## src/rtl/mat_port_arbiter.sv

```systemverilog
// rtl/mat_port_arbiter.sv - two-port (host/engine) arbiter for a DIM x DIM matrix memory
// Lockable bursts with a fairness limit, range checking and a 2-stage read-tag pipeline.
module mat_port_arbiter #(
   parameter int DATA_WIDTH = 16,
   parameter int ADDR_W     = 4,
   parameter int DIM        = 10,
   parameter int MAX_BURST  = 8
) (
   input  logic                  clk,
   input  logic                  reset_n,
   input  logic                  h_req,
   input  logic                  h_lock,
   input  logic                  h_we,
   input  logic [ADDR_W-1:0]     h_row,
   input  logic [ADDR_W-1:0]     h_col,
   input  logic [DATA_WIDTH-1:0] h_wdata,
   input  logic                  e_req,
   input  logic                  e_lock,
   input  logic                  e_we,
   input  logic [ADDR_W-1:0]     e_row,
   input  logic [ADDR_W-1:0]     e_col,
   input  logic [DATA_WIDTH-1:0] e_wdata,
   output logic                  h_gnt,
   output logic                  e_gnt,
   output logic                  h_rvalid,
   output logic                  e_rvalid,
   output logic [DATA_WIDTH-1:0] h_rdata,
   output logic [DATA_WIDTH-1:0] e_rdata,
   output logic                  h_err,
   output logic                  e_err,
   output logic                  mem_en_read,
   output logic                  mem_en_write,
   output logic [ADDR_W-1:0]     mem_row,
   output logic [ADDR_W-1:0]     mem_col,
   output logic [DATA_WIDTH-1:0] mem_wdata,
   input  logic [DATA_WIDTH-1:0] mem_rdata
);

   localparam logic [1:0] S_FREE  = 2'd0;
   localparam logic [1:0] S_OWN_H = 2'd1;
   localparam logic [1:0] S_OWN_E = 2'd2;

   localparam int CW = $clog2(MAX_BURST + 1);
   localparam logic [CW-1:0]   BURST_MAX = CW'(MAX_BURST);
   localparam logic [ADDR_W:0] DIM_L     = (ADDR_W + 1)'(DIM);

   logic [1:0]            state, state_nxt;
   logic                  last_e, last_e_nxt;
   logic [CW-1:0]         burst, burst_nxt, burst_inc;
   logic                  acc, sel_e, sel_we, sel_lock, other_req, in_range;
   logic [ADDR_W-1:0]     sel_row, sel_col;
   logic [DATA_WIDTH-1:0] sel_wdata;
   logic                  tag1_v, tag1_e, tag2_v, tag2_e;

   // In FREE a tie goes to the port that did not win last time
   always_comb begin
      h_gnt = 1'b0;
      e_gnt = 1'b0;
      case (state)
         S_OWN_H: h_gnt = h_req;
         S_OWN_E: e_gnt = e_req;
         default: begin
            h_gnt = h_req & (~e_req | last_e);
            e_gnt = e_req & ~h_gnt;
         end
      endcase
   end

   assign acc       = h_gnt | e_gnt;
   assign sel_e     = e_gnt;
   assign sel_we    = sel_e ? e_we    : h_we;
   assign sel_lock  = sel_e ? e_lock  : h_lock;
   assign other_req = sel_e ? h_req   : e_req;
   assign sel_row   = sel_e ? e_row   : h_row;
   assign sel_col   = sel_e ? e_col   : h_col;
   assign sel_wdata = sel_e ? e_wdata : h_wdata;
   assign in_range  = ({1'b0, sel_row} < DIM_L) && ({1'b0, sel_col} < DIM_L);

   // burst is always zero in FREE, so one increment covers both the
   // ownership-taking grant and the grants made while owning
   assign burst_inc = burst + CW'(1);

   always_comb begin
      state_nxt  = S_FREE;
      burst_nxt  = '0;
      last_e_nxt = last_e;
      if (acc) begin
         last_e_nxt = sel_e;
         if (sel_lock && !(other_req && (burst_inc >= BURST_MAX))) begin
            state_nxt = sel_e ? S_OWN_E : S_OWN_H;
            burst_nxt = other_req ? burst_inc : '0;
         end
      end
   end

   always_ff @(posedge clk or negedge reset_n) begin
      if (!reset_n) begin
         state        <= S_FREE;
         last_e       <= 1'b1;
         burst        <= '0;
         mem_en_read  <= 1'b0;
         mem_en_write <= 1'b0;
         mem_row      <= '0;
         mem_col      <= '0;
         mem_wdata    <= '0;
         h_err        <= 1'b0;
         e_err        <= 1'b0;
         tag1_v       <= 1'b0;
         tag1_e       <= 1'b0;
         tag2_v       <= 1'b0;
         tag2_e       <= 1'b0;
      end else begin
         state        <= state_nxt;
         last_e       <= last_e_nxt;
         burst        <= burst_nxt;
         mem_en_read  <= acc & in_range & ~sel_we;
         mem_en_write <= acc & in_range & sel_we;
         if (acc && in_range) begin
            mem_row   <= sel_row;
            mem_col   <= sel_col;
            mem_wdata <= sel_wdata;
         end
         h_err  <= h_gnt & ~in_range;
         e_err  <= e_gnt & ~in_range;
         tag1_v <= acc & in_range & ~sel_we;
         tag1_e <= sel_e;
         tag2_v <= tag1_v;
         tag2_e <= tag1_e;
      end
   end

   assign h_rvalid = tag2_v & ~tag2_e;
   assign e_rvalid = tag2_v & tag2_e;
   assign h_rdata  = mem_rdata;
   assign e_rdata  = mem_rdata;

endmodule

```

## config.mk

```make
export PLATFORM = sky130hd
export DESIGN_NAME = mat_port_arbiter
export DESIGN_NICKNAME = d
export VERILOG_FILES = /design/src/rtl/mat_port_arbiter.sv
export SDC_FILE = /design/constraint.sdc
export NUM_CORES = 1
export LEC_CHECK = 0
export CORE_AREA = 2 2 80 82
export CTS_CLUSTER_DIAMETER = 60
export DETAILED_ROUTE_END_ITERATION = 6
export DIE_AREA = 0 0 82 84
export GPL_ROUTABILITY_DRIVEN = 1
export GPL_TIMING_DRIVEN = 0
export PLACE_DENSITY = 0.79
export SYNTH_ARGS = -nofsm -noshare
export SYNTH_HDL_FRONTEND = slang
export SYNTH_SLANG_ARGS = --single-unit
```

## constraint.sdc

```tcl
create_clock -name clk -period 2.4 [get_ports clk]
set_clock_uncertainty 0.1 [all_clocks]
set_input_delay 0.24 -clock clk [delete_from_list [all_inputs] [get_ports clk]]
set_output_delay 0.24 -clock clk [all_outputs]
set_load 0.01 [all_outputs]
```

; ---- Yosys cells after proc, flatten, opt, wreduce, memory -nomap -nowiden
; Cells that the tools add are included.
[word_totals]
regBits = 38
out_inout_bits = 64
[classes]
add_sub_neg = 1
n_lt_le_gt_ge = 3
eq_ne = 2
n_mux = 14
bitwise_logic = 16
n_reduce_logical = 5
[ops]
columns = op, count
row1 = two-way mux 4 bit, 5
row2 = two-way mux 16 bit, 1
row3 = bitwise AND 1 bit, 9
row4 = "< comparator 4 bit, second input constant", 2
row5 = two-way mux 2 bit, 3
row6 = inverter 1 bit, 5
row7 = "adder 4 x 1 -> 4 bit, second input constant", 1
row8 = "greater-or-equal comparator 4 bit, second input constant", 1
row9 = logical AND 1 bit, 4
row10 = case mux 1 bit (2 select lines), 2
row11 = two-way mux 1 bit, 3
row12 = "equality test 2 x 1 -> 1 bit, second input constant", 1
row13 = "equality test 2 bit, second input constant", 1
row14 = bitwise OR 1 bit, 2
row15 = zero test 1 bit, 1

; ---- Logic depth before layout (Yosys ltp)
; Gate-level depths: netlist of run 1.
[logic_depth]
word_depth = 12
depth_mapped = 7
depth_no_buf = 6

; ---- Worst setup path before layout of run 1
; OpenSTA, ideal clock, no wires.
[synth_timing]
path_kind = reg-to-reg
from = register state[0]
to = register mem_col[3]
arrival_ns = 1.881
required_time_ns = 2.175
path_slack_ns = 0.294
stages_incl_launch_ff = 8
synth_period_minus_slack_ns = 2.106
cell_sequence = dfrtp_1 -> inv_1 -> ha_1 -> o21ai_2 -> o211ai_2 -> a22oi_4 -> buf_12 -> mux2_4
[synth_via]
elab_chain_cells = 6
[synth_lines]
columns = item, line
row1 = start: declaration, 47  ; logic [1:0] state, state_nxt;
row2 = start signal: assignment, 113  ; state <= state_nxt;
row3 = equality test 2 bit / equality test 2 x 1 -> 1 bit (equally long branches), 59  ; case (state)
row4 = case mux 1 bit (2 select lines), 59
row5 = "two-way mux 4 bit, on equally long branches", "74, 75"
row6 = < comparator 4 bit, 77  ; assign in_range = ({1'b0, sel_row} < DIM_L) && ({1'b0, sel_col} < DIM_L);
row7 = logical AND 1 bit, 77
row8 = logical AND 1 bit, 118  ; if (acc && in_range) begin
row9 = end signal: assignment, 120  ; mem_col <= sel_col;
row10 = end: declaration, 34  ; output logic [ADDR_W-1:0] mem_col,
; Several ways; a longest one is shown, not always the timed one.
; A chain may end at the register's enable or synchronous reset.

; ---- Final worst setup path of run 1
[layout_timing]
from = register state[0]
to = register mem_wdata[9]
[layout_via]
elab_chain_cells = 6
[layout_lines]
columns = item, line
row1 = equality test 2 bit / equality test 2 x 1 -> 1 bit (equally long branches), 59
row2 = case mux 1 bit (2 select lines), 59
row3 = "two-way mux 4 bit, on equally long branches", "74, 75"
row4 = < comparator 4 bit, 77
row5 = logical AND 1 bit, 77
row6 = logical AND 1 bit, 118
row7 = end signal: assignment, 121  ; mem_wdata <= sel_wdata;
row8 = end: declaration, 35  ; output logic [DATA_WIDTH-1:0] mem_wdata,
; Several ways; a longest one is shown, not always the timed one.

==> summary.txt, run 1 <==
Outcome
  • Outcome: finished clean

Synthesis
  • Synth unique cells: 33
  • Number of synthesized flops with an enable pin: 0
  • Synth Area per Inst: about 13 um^2
  • Mapped Cells: 169
  • Syn Nets: 244
  • Yosys warns: 0
  • #FFs+latches synth: 38
  • FFs w/ async S/R, synth: 100%
  • Sequential fraction of the synthesis area: 43.6%
  • Top FF cell, synth: dfrtp_1
  • Synthesized area: around 2200 um^2

Timing
  • Max-slew violation count: 0
  • Peak Freq: 0.455 GHz
  • Final worst-path cycle share: approximately nine tenths
  • Slew @ Worst Pin: 0.854 ns
  • Setup violations, final: 0
  • Final critical-path required period: ~2.2 ns
  • Slew HR: a little over two fifths
  • Final Hold Fails: 0
  • RSZ-0062 raised after global routing: false
  • Post-Route Setup TNS: 0 ns

Critical path
  • CP endpoint kind: register
  • Max incr delay on CP: 0.38 ns
  • Worst path depth: 8
  • Crit Path Max Fanout: 10
  • CP startpoint kind: register
  • CP cell instances: inv_1, ha_4, o21a_4, nand2_4, buf_4, buf_6, mux2_2, mux2_4
  • R2r worst-path depth: 8
  • Worst Path Required: 2.47 ns
  • Crit path kind: register to register
  • Slowest cell on crit path: dfrtp_1
  • Worst Path Buf+Inv: 3
  • Cell family with most CP delay: multiplexers
  • Worst EP arrival: between 2 and 2.5 ns

Cells and area
  • Final Non-Filler Cells: approximately 380
  • Layout cells sized above 1: 33.9%
  • ANT cells: 0
  • Area grow syn2layout: 65.5%
  • Area of the multi-input gates: 946 um^2
  • Fill cells: 521
  • Most frequent cells in the layout: clkdlybuf4s50_1, dfrtp_1, buf_4
  • Finished Cell Area: 3620 um^2
  • Register area: ~950 um^2
  • Final #Nets: 372
  • Most common cell after layout, fill and taps aside: clkdlybuf4s50_1

Global routing
  • Global route total overflow: 0
  • Largest net degree at the start of global routing: 39
  • Initial antenna violation count: 0
  • Vias in the first global route: 1700
  • Total track usage: 14.9%
  • First-pass GRT wire length: ~7800 um

Die
  • Row Count: 29
  • Chip Width: ~82 um
  • Initial Util: a little over a third
  • Num ports: 136
  • Chip Height: 84 um
  • Core Footprint: 6100 um^2
  • Die outline area: roughly 6900 um^2

Placement
  • IO buf count: 119
  • Placed Cells incl. Taps: approximately 370
  • Post-DP Area: about 3500 um^2
  • GP Congestion: ~0.75
  • Hpwl dp: 3880 um

Routing
  • Routed WL per cell: 13.4 um
  • Via density: 4.49
  • Antenna viol nets, final: 0
  • DR pass1 iterations: 4
  • Total vias in the final route: 1683
  • WL final: between 5000 and 6000 um
  • Drt drc: 0
  • Starting DRT DRC Count: 31

Power
  • Leak: 1.60 nW
  • Power Internal: 2.04 mW
  • Clock power share: around 16%
  • Combinational Power Share: 49.1%
  • Pwr Density: between 700 and 800 nW/um^2
  • Switching power share of the total: 28.7%
  • Sw Pwr: approximately 800 uW
  • Worst vdd ir: roughly 0.45 mV
  • Reg power frac: about a third

CTS
  • CTS tree: done
  • Max clock buf depth: 2
  • Worst skew pair latency: 0.29 ns
  • Clock net sink count: 38
  • CTS root buf: clkbuf_8
  • Clock transition at path regs: around 0.080 ns
  • # H-tree levels: 2
  • Num CTS Buffers: 5

Run
  • Max-cap violations: 0

Hold path
  • Tightest Hold Check Type: register to register
  • Worst Hold Depth: 0
final cells by class:
class	count	share of cell area, %
clock inverters	1	0.138
flip-flops and latches	38	26.3
multi-input cells	90	26.2
well taps	77	2.66
repair buffers	121	33.4
inverters	5	0.519
plain buffers	36	8.37
clock buffers	7	2.39
layer usage:
layer	wire length, um	vias up	track usage, %
li1	-	809	-
met1	1890	776	16.9
met2	2480	91	25.2
met3	578	7	5.84
met4	60	0	4.55
met5	0	-	0
path summary, 6_finish.rpt:
check                                    from                  endpoint  slack [ns]
setup / recovery           state[0]$_DFF_PN0_  mem_wdata[9]$_DFFE_PN0P_        0.20
hold / removal               tag1_e$_DFF_PN0_          tag2_e$_DFF_PN0_        0.26
setup reg to reg           state[0]$_DFF_PN0_  mem_wdata[9]$_DFFE_PN0P_        0.20
hold reg to reg              tag1_e$_DFF_PN0_          tag2_e$_DFF_PN0_        0.26
max in group asynchronous             reset_n        state[1]$_DFF_PN0_        1.16
min in group asynchronous             reset_n  mem_wdata[0]$_DFFE_PN0P_        0.49
Yosys cell counts, drive strengths merged (2+ instances only):
master	instances	share of area, %
inv	5	0.86
nand2	4	1.0
mux2	48	28
ha	3	1.7
nand3	3	0.69
dfrtp	37	42
buf	36	14
xnor2	2	0.80
and2	2	0.57
o21ai	7	1.8
nor2	5	0.86
nor2b	2	0.57
and3	2	0.63
cell families after synthesis:
| group | share of synthesized area (%) |
|---|---|
| simple gates | 5.15 |
| buf+inv | 14.7 |
| other cells | 0.172 |
| compound gates | 5.56 |
| xor+xnor | 0.802 |
| mux | 28.3 |
| fa+ha+maj | 1.72 |
| flops | 43.6 |
metrics by stage:
| step | power (mW) | setup WS [ns] | hold slack, ns | util (%) |
|---|---|---|---|---|
| finish | 2.87 | 0.203 | 0.261 | 59.3 |
| global route | 3.05 | 0.0607 | 0.286 | 59.3 |
| CTS | 2.91 | 0.0424 | 0.269 | 59.0 |
| detailed placement | 2.42 | 0.0738 | 0.240 | 56.9 |
| global placement | 2.39 | 0.0542 | 0.233 | 57.0 |
| floorplan | 1.71 | 0.294 | -0.156 | - |
repair_timing:
item | 4_1_cts | 5_1_grt
setup buffers | 1 | 0
gates resized for setup | 5 | 4
hold endpoints to repair | 29 | 0
pin swaps | 1 | 0
hold buffers | 1 | 0
setup endpoints to repair | 2 | 2
power groups by stage:
stage                     clock (mW)  combinational, mW  sequential (mW)
after floorplan                    0              0.596             1.11
after global placement             0               1.38             1.01
after detailed placement           0               1.40             1.01
after CTS                      0.468               1.43             1.01
after global routing           0.501               1.50             1.04
final                          0.449               1.41             1.01
flip-flops by register name, indices dropped and copies added (netlist names), 2 cells and up:
signal	flops
burst	4
state	2
mem_wdata	16
mem_col	4
mem_row	4
(Power assumes the default switching activity.)
==> inputs of run 2 (changes only) <==
--- a/config.mk
+++ b/config.mk
@@ -12,6 +12,7 @@
 export GPL_ROUTABILITY_DRIVEN = 1
 export GPL_TIMING_DRIVEN = 0
 export PLACE_DENSITY = 0.79
+export SLEW_MARGIN = 30
 export SYNTH_ARGS = -nofsm -noshare
 export SYNTH_HDL_FRONTEND = slang
 export SYNTH_SLANG_ARGS = --single-unit
==> constraint.sdc (replaced) <==
create_clock -name clk -period 2.3 [get_ports clk]
set_clock_uncertainty 0.1 [all_clocks]
set_input_delay 0.23 -clock clk [delete_from_list [all_inputs] [get_ports clk]]
set_output_delay 0.23 -clock clk [all_outputs]
set_load 0.01 [all_outputs]
==> summary.txt, run 2 (synthesis gave the netlist of run 1 again) <==
Placement
  • DP Worst Slack: -0.0161 ns (was 0.0738 ns)
  • Post-DP Area: 3490 um^2 (was 3470 um^2)
  • IO buf count: 119 (unchanged)
  • Hpwl dp: 3960 um (was 3880 um)
  • GP Congestion: 0.747 (unchanged)
  • Placed Cells incl. Taps: 366 (was 365)

Power
  • Clock power share: 15.5% (was 15.6%)
  • Worst vdd ir: 0.488 mV (was 0.445 mV)
  • Switching power share of the total: 28.7% (about the same)
  • Leak: 1.61 nW (was 1.60 nW)
  • Power Internal: 2.15 mW (was 2.04 mW)
  • Reg power frac: 35.0% (was 35.3%)
  • Pwr Total: 3.01 mW (was 2.87 mW)
  • Sw Pwr: 864 uW (was 825 uW)
  • Combinational Power Share: 49.5% (was 49.1%)
  • Pwr Density: 825 nW/um^2 (was 793 nW/um^2)

Timing
  • Final critical-path required period: 2.17 ns (was 2.20 ns)
  • RSZ-0062 raised after global routing: false (unchanged)
  • Setup violations, final: 0 (unchanged)
  • Peak Freq: 0.461 GHz (was 0.455 GHz)
  • Max-slew violation count: 0 (unchanged)
  • WHS: 0.251 ns (was 0.261 ns)
  • Setup ws final: 0.130 ns (was 0.203 ns)
  • Final worst-path cycle share: 94.3% (was 91.5%)
  • Final Hold Fails: 0 (unchanged)

Cells and area
  • Finished Cell Area: 3650 um^2 (was 3620 um^2)
  • Area grow syn2layout: 67.2% (was 65.5%)
  • Top reg by flops: mem_wdata (unchanged)
  • ANT cells: 0 (unchanged)
  • Final #Nets: 374 (was 372)
  • Max reg flops: 16 (unchanged)
  • Final Non-Filler Cells: 377 (was 375)
  • Layout cells sized above 1: 34.3% (was 33.9%)
  • Most frequent cells in the layout: clkdlybuf4s50_1, dfrtp_1, buf_4 (unchanged)
  • Most common cell after layout, fill and taps aside: clkdlybuf4s50_1 (unchanged)

CTS
  • Worst skew pair latency: 0.29 ns (about the same)
  • CTS tree: done (unchanged)
  • CTS root buf: clkbuf_8 (unchanged)
  • # H-tree levels: 2 (unchanged)
  • Clock net sink count: 38 (unchanged)
  • Num CTS Buffers: 5 (unchanged)
  • Max clock buf depth: 2 (unchanged)
  • Clock transition at path regs: 0.07 ns (was 0.08 ns)

Critical path
  • Slowest cell on crit path: dfrtp_1 (unchanged)
  • Crit Path Max Fanout: 10 (unchanged)
  • Worst Path Required: 2.38 ns (was 2.47 ns)
  • CP endpoint kind: register (unchanged)
  • Crit path kind: register to register (unchanged)
  • CP startpoint kind: register (unchanged)
  • R2R Setup Slk: 0.13 ns (was 0.20 ns)
  • Worst EP arrival: 2.25 ns (was 2.27 ns)
  • CP cell instances: inv_1, ha_4, o21a_2, nand2_4, buf_6, buf_8, mux2_2, mux2_4 (was inv_1, ha_4, o21a_4, nand2_4, buf_4, buf_6, mux2_2, mux2_4)
  • Max incr delay on CP: 0.38 ns (about the same)

Die
  • Core Footprint: 6100 um^2 (unchanged)
  • Row Count: 29 (unchanged)
  • Die outline area: 6890 um^2 (unchanged)
  • Num ports: 136 (unchanged)
  • Chip Height: 84 um (unchanged)
  • Chip Width: 82 um (unchanged)
  • Initial Util: 35.8% (unchanged)

Global routing
  • Total track usage: 15.0% (was 14.9%)
  • Vias in the first global route: 1734 (was 1700)
  • Initial antenna violation count: 0 (unchanged)
  • Largest net degree at the start of global routing: 26 (was 39)
  • First-pass GRT wire length: 7910 um (was 7840 um)
  • Global route total overflow: 0 (unchanged)

Routing
  • Starting DRT DRC Count: 46 (was 31)
  • Total vias in the final route: 1677 (was 1683)
  • Antenna viol nets, final: 0 (unchanged)
  • Drt drc: 0 (unchanged)
  • Via density: 4.45 (was 4.49)
  • WL final: 5080 um (was 5010 um)
  • Routed WL per cell: 13.5 um (was 13.4 um)
  • DR pass1 iterations: 3 (was 4)

Outcome
  • Outcome: finished clean (unchanged)

Run
  • Max-cap violations: 0 (unchanged)

Hold path
  • Tightest Hold Check Type: register to register (unchanged)
## run 2: worst paths after layout
| kind | from | depth (start not counted) | end |
|---|---|---|---|
| worst min register to register | tag1_e$_DFF_PN0_ | 0 | tag2_e$_DFF_PN0_ |
| min in group asynchronous | reset_n | 2 | mem_wdata[5]$_DFFE_PN0P_ |
| max in group asynchronous | reset_n | 3 | last_e$_DFFE_PN1P_ |
| worst max-delay path | state[0]$_DFF_PN0_ | 8 | mem_wdata[9]$_DFFE_PN0P_ |
| worst max register to register | state[0]$_DFF_PN0_ | 8 | mem_wdata[9]$_DFFE_PN0P_ |
| worst min-delay path | tag1_e$_DFF_PN0_ | 0 | tag2_e$_DFF_PN0_ |
## run 2: critical path, delay by kind of cell, from the launching register on
family,cells,cell delay [ns]
fa+ha+maj,1,0.24
flops,1,0.38
simple gates,1,0.08
mux,2,0.60
compound gates,1,0.24
buf+inv,3,0.40
## run 2: layout make-up
cell class | instances | area, um^2
Inverter | 5 | 18.8
Fill cell | 518 | 2440
Clock buffer | 7 | 86.3
Timing Repair Buffer | 123 | 1250
Buffer | 36 | 307
Tap cell | 77 | 96.3
Sequential cell | 38 | 952
Clock inverter | 1 | 5.00
Multi-Input combinational cell | 90 | 940
## run 2: power by group through the flow
| stage | Combinational (mW) | Clock (mW) | Sequential (mW) |
|---|---|---|---|
| floorplan | 0.622 | 0 | 1.16 |
| global placement | 1.44 | 0 | 1.05 |
| detailed placement | 1.47 | 0 | 1.06 |
| CTS | 1.49 | 0.487 | 1.06 |
| global route | 1.59 | 0.513 | 1.09 |
| finish | 1.49 | 0.467 | 1.05 |
## run 2: through the flow
step	utilization, %	setup TNS [ns]
2_1_floorplan	-	0
3_3_place_gp	57.0	-1.39
3_5_place_dp	57.2	-0.0510
4_1_cts	59.3	0
5_1_grt	59.9	0
6_report	59.9	0
## run 2: what timing repair did
action / CTS / global route
setup buffers: 1 / 1
pin swaps: 1 / 1
gates resized for setup: 6 / 4
endpoints found under the hold margin: 13 / 0
hold buffers: 1 / 0
setup endpoints to repair: 10 / 19
cloned: 0 / 0
## run 2: per-layer routing
metal	up-vias	track usage (%)	share of wire [%]
li1	810	-	-
met1	771	16.8	38
met2	90	25.6	49
met3	6	6.06	12
met4	0	4.85	1.1
met5	-	0	0
==> inputs of run 3 (changes only) <==
--- a/config.mk
+++ b/config.mk
@@ -5,6 +5,7 @@
 export SDC_FILE = /design/constraint.sdc
 export NUM_CORES = 1
 export LEC_CHECK = 0
+export CAP_MARGIN = 0
 export CORE_AREA = 2 2 80 82
 export CTS_CLUSTER_DIAMETER = 60
 export DETAILED_ROUTE_END_ITERATION = 6
==> results of run 3 <==
No change in the layout: final DEF, timing and power equal those of run 2.
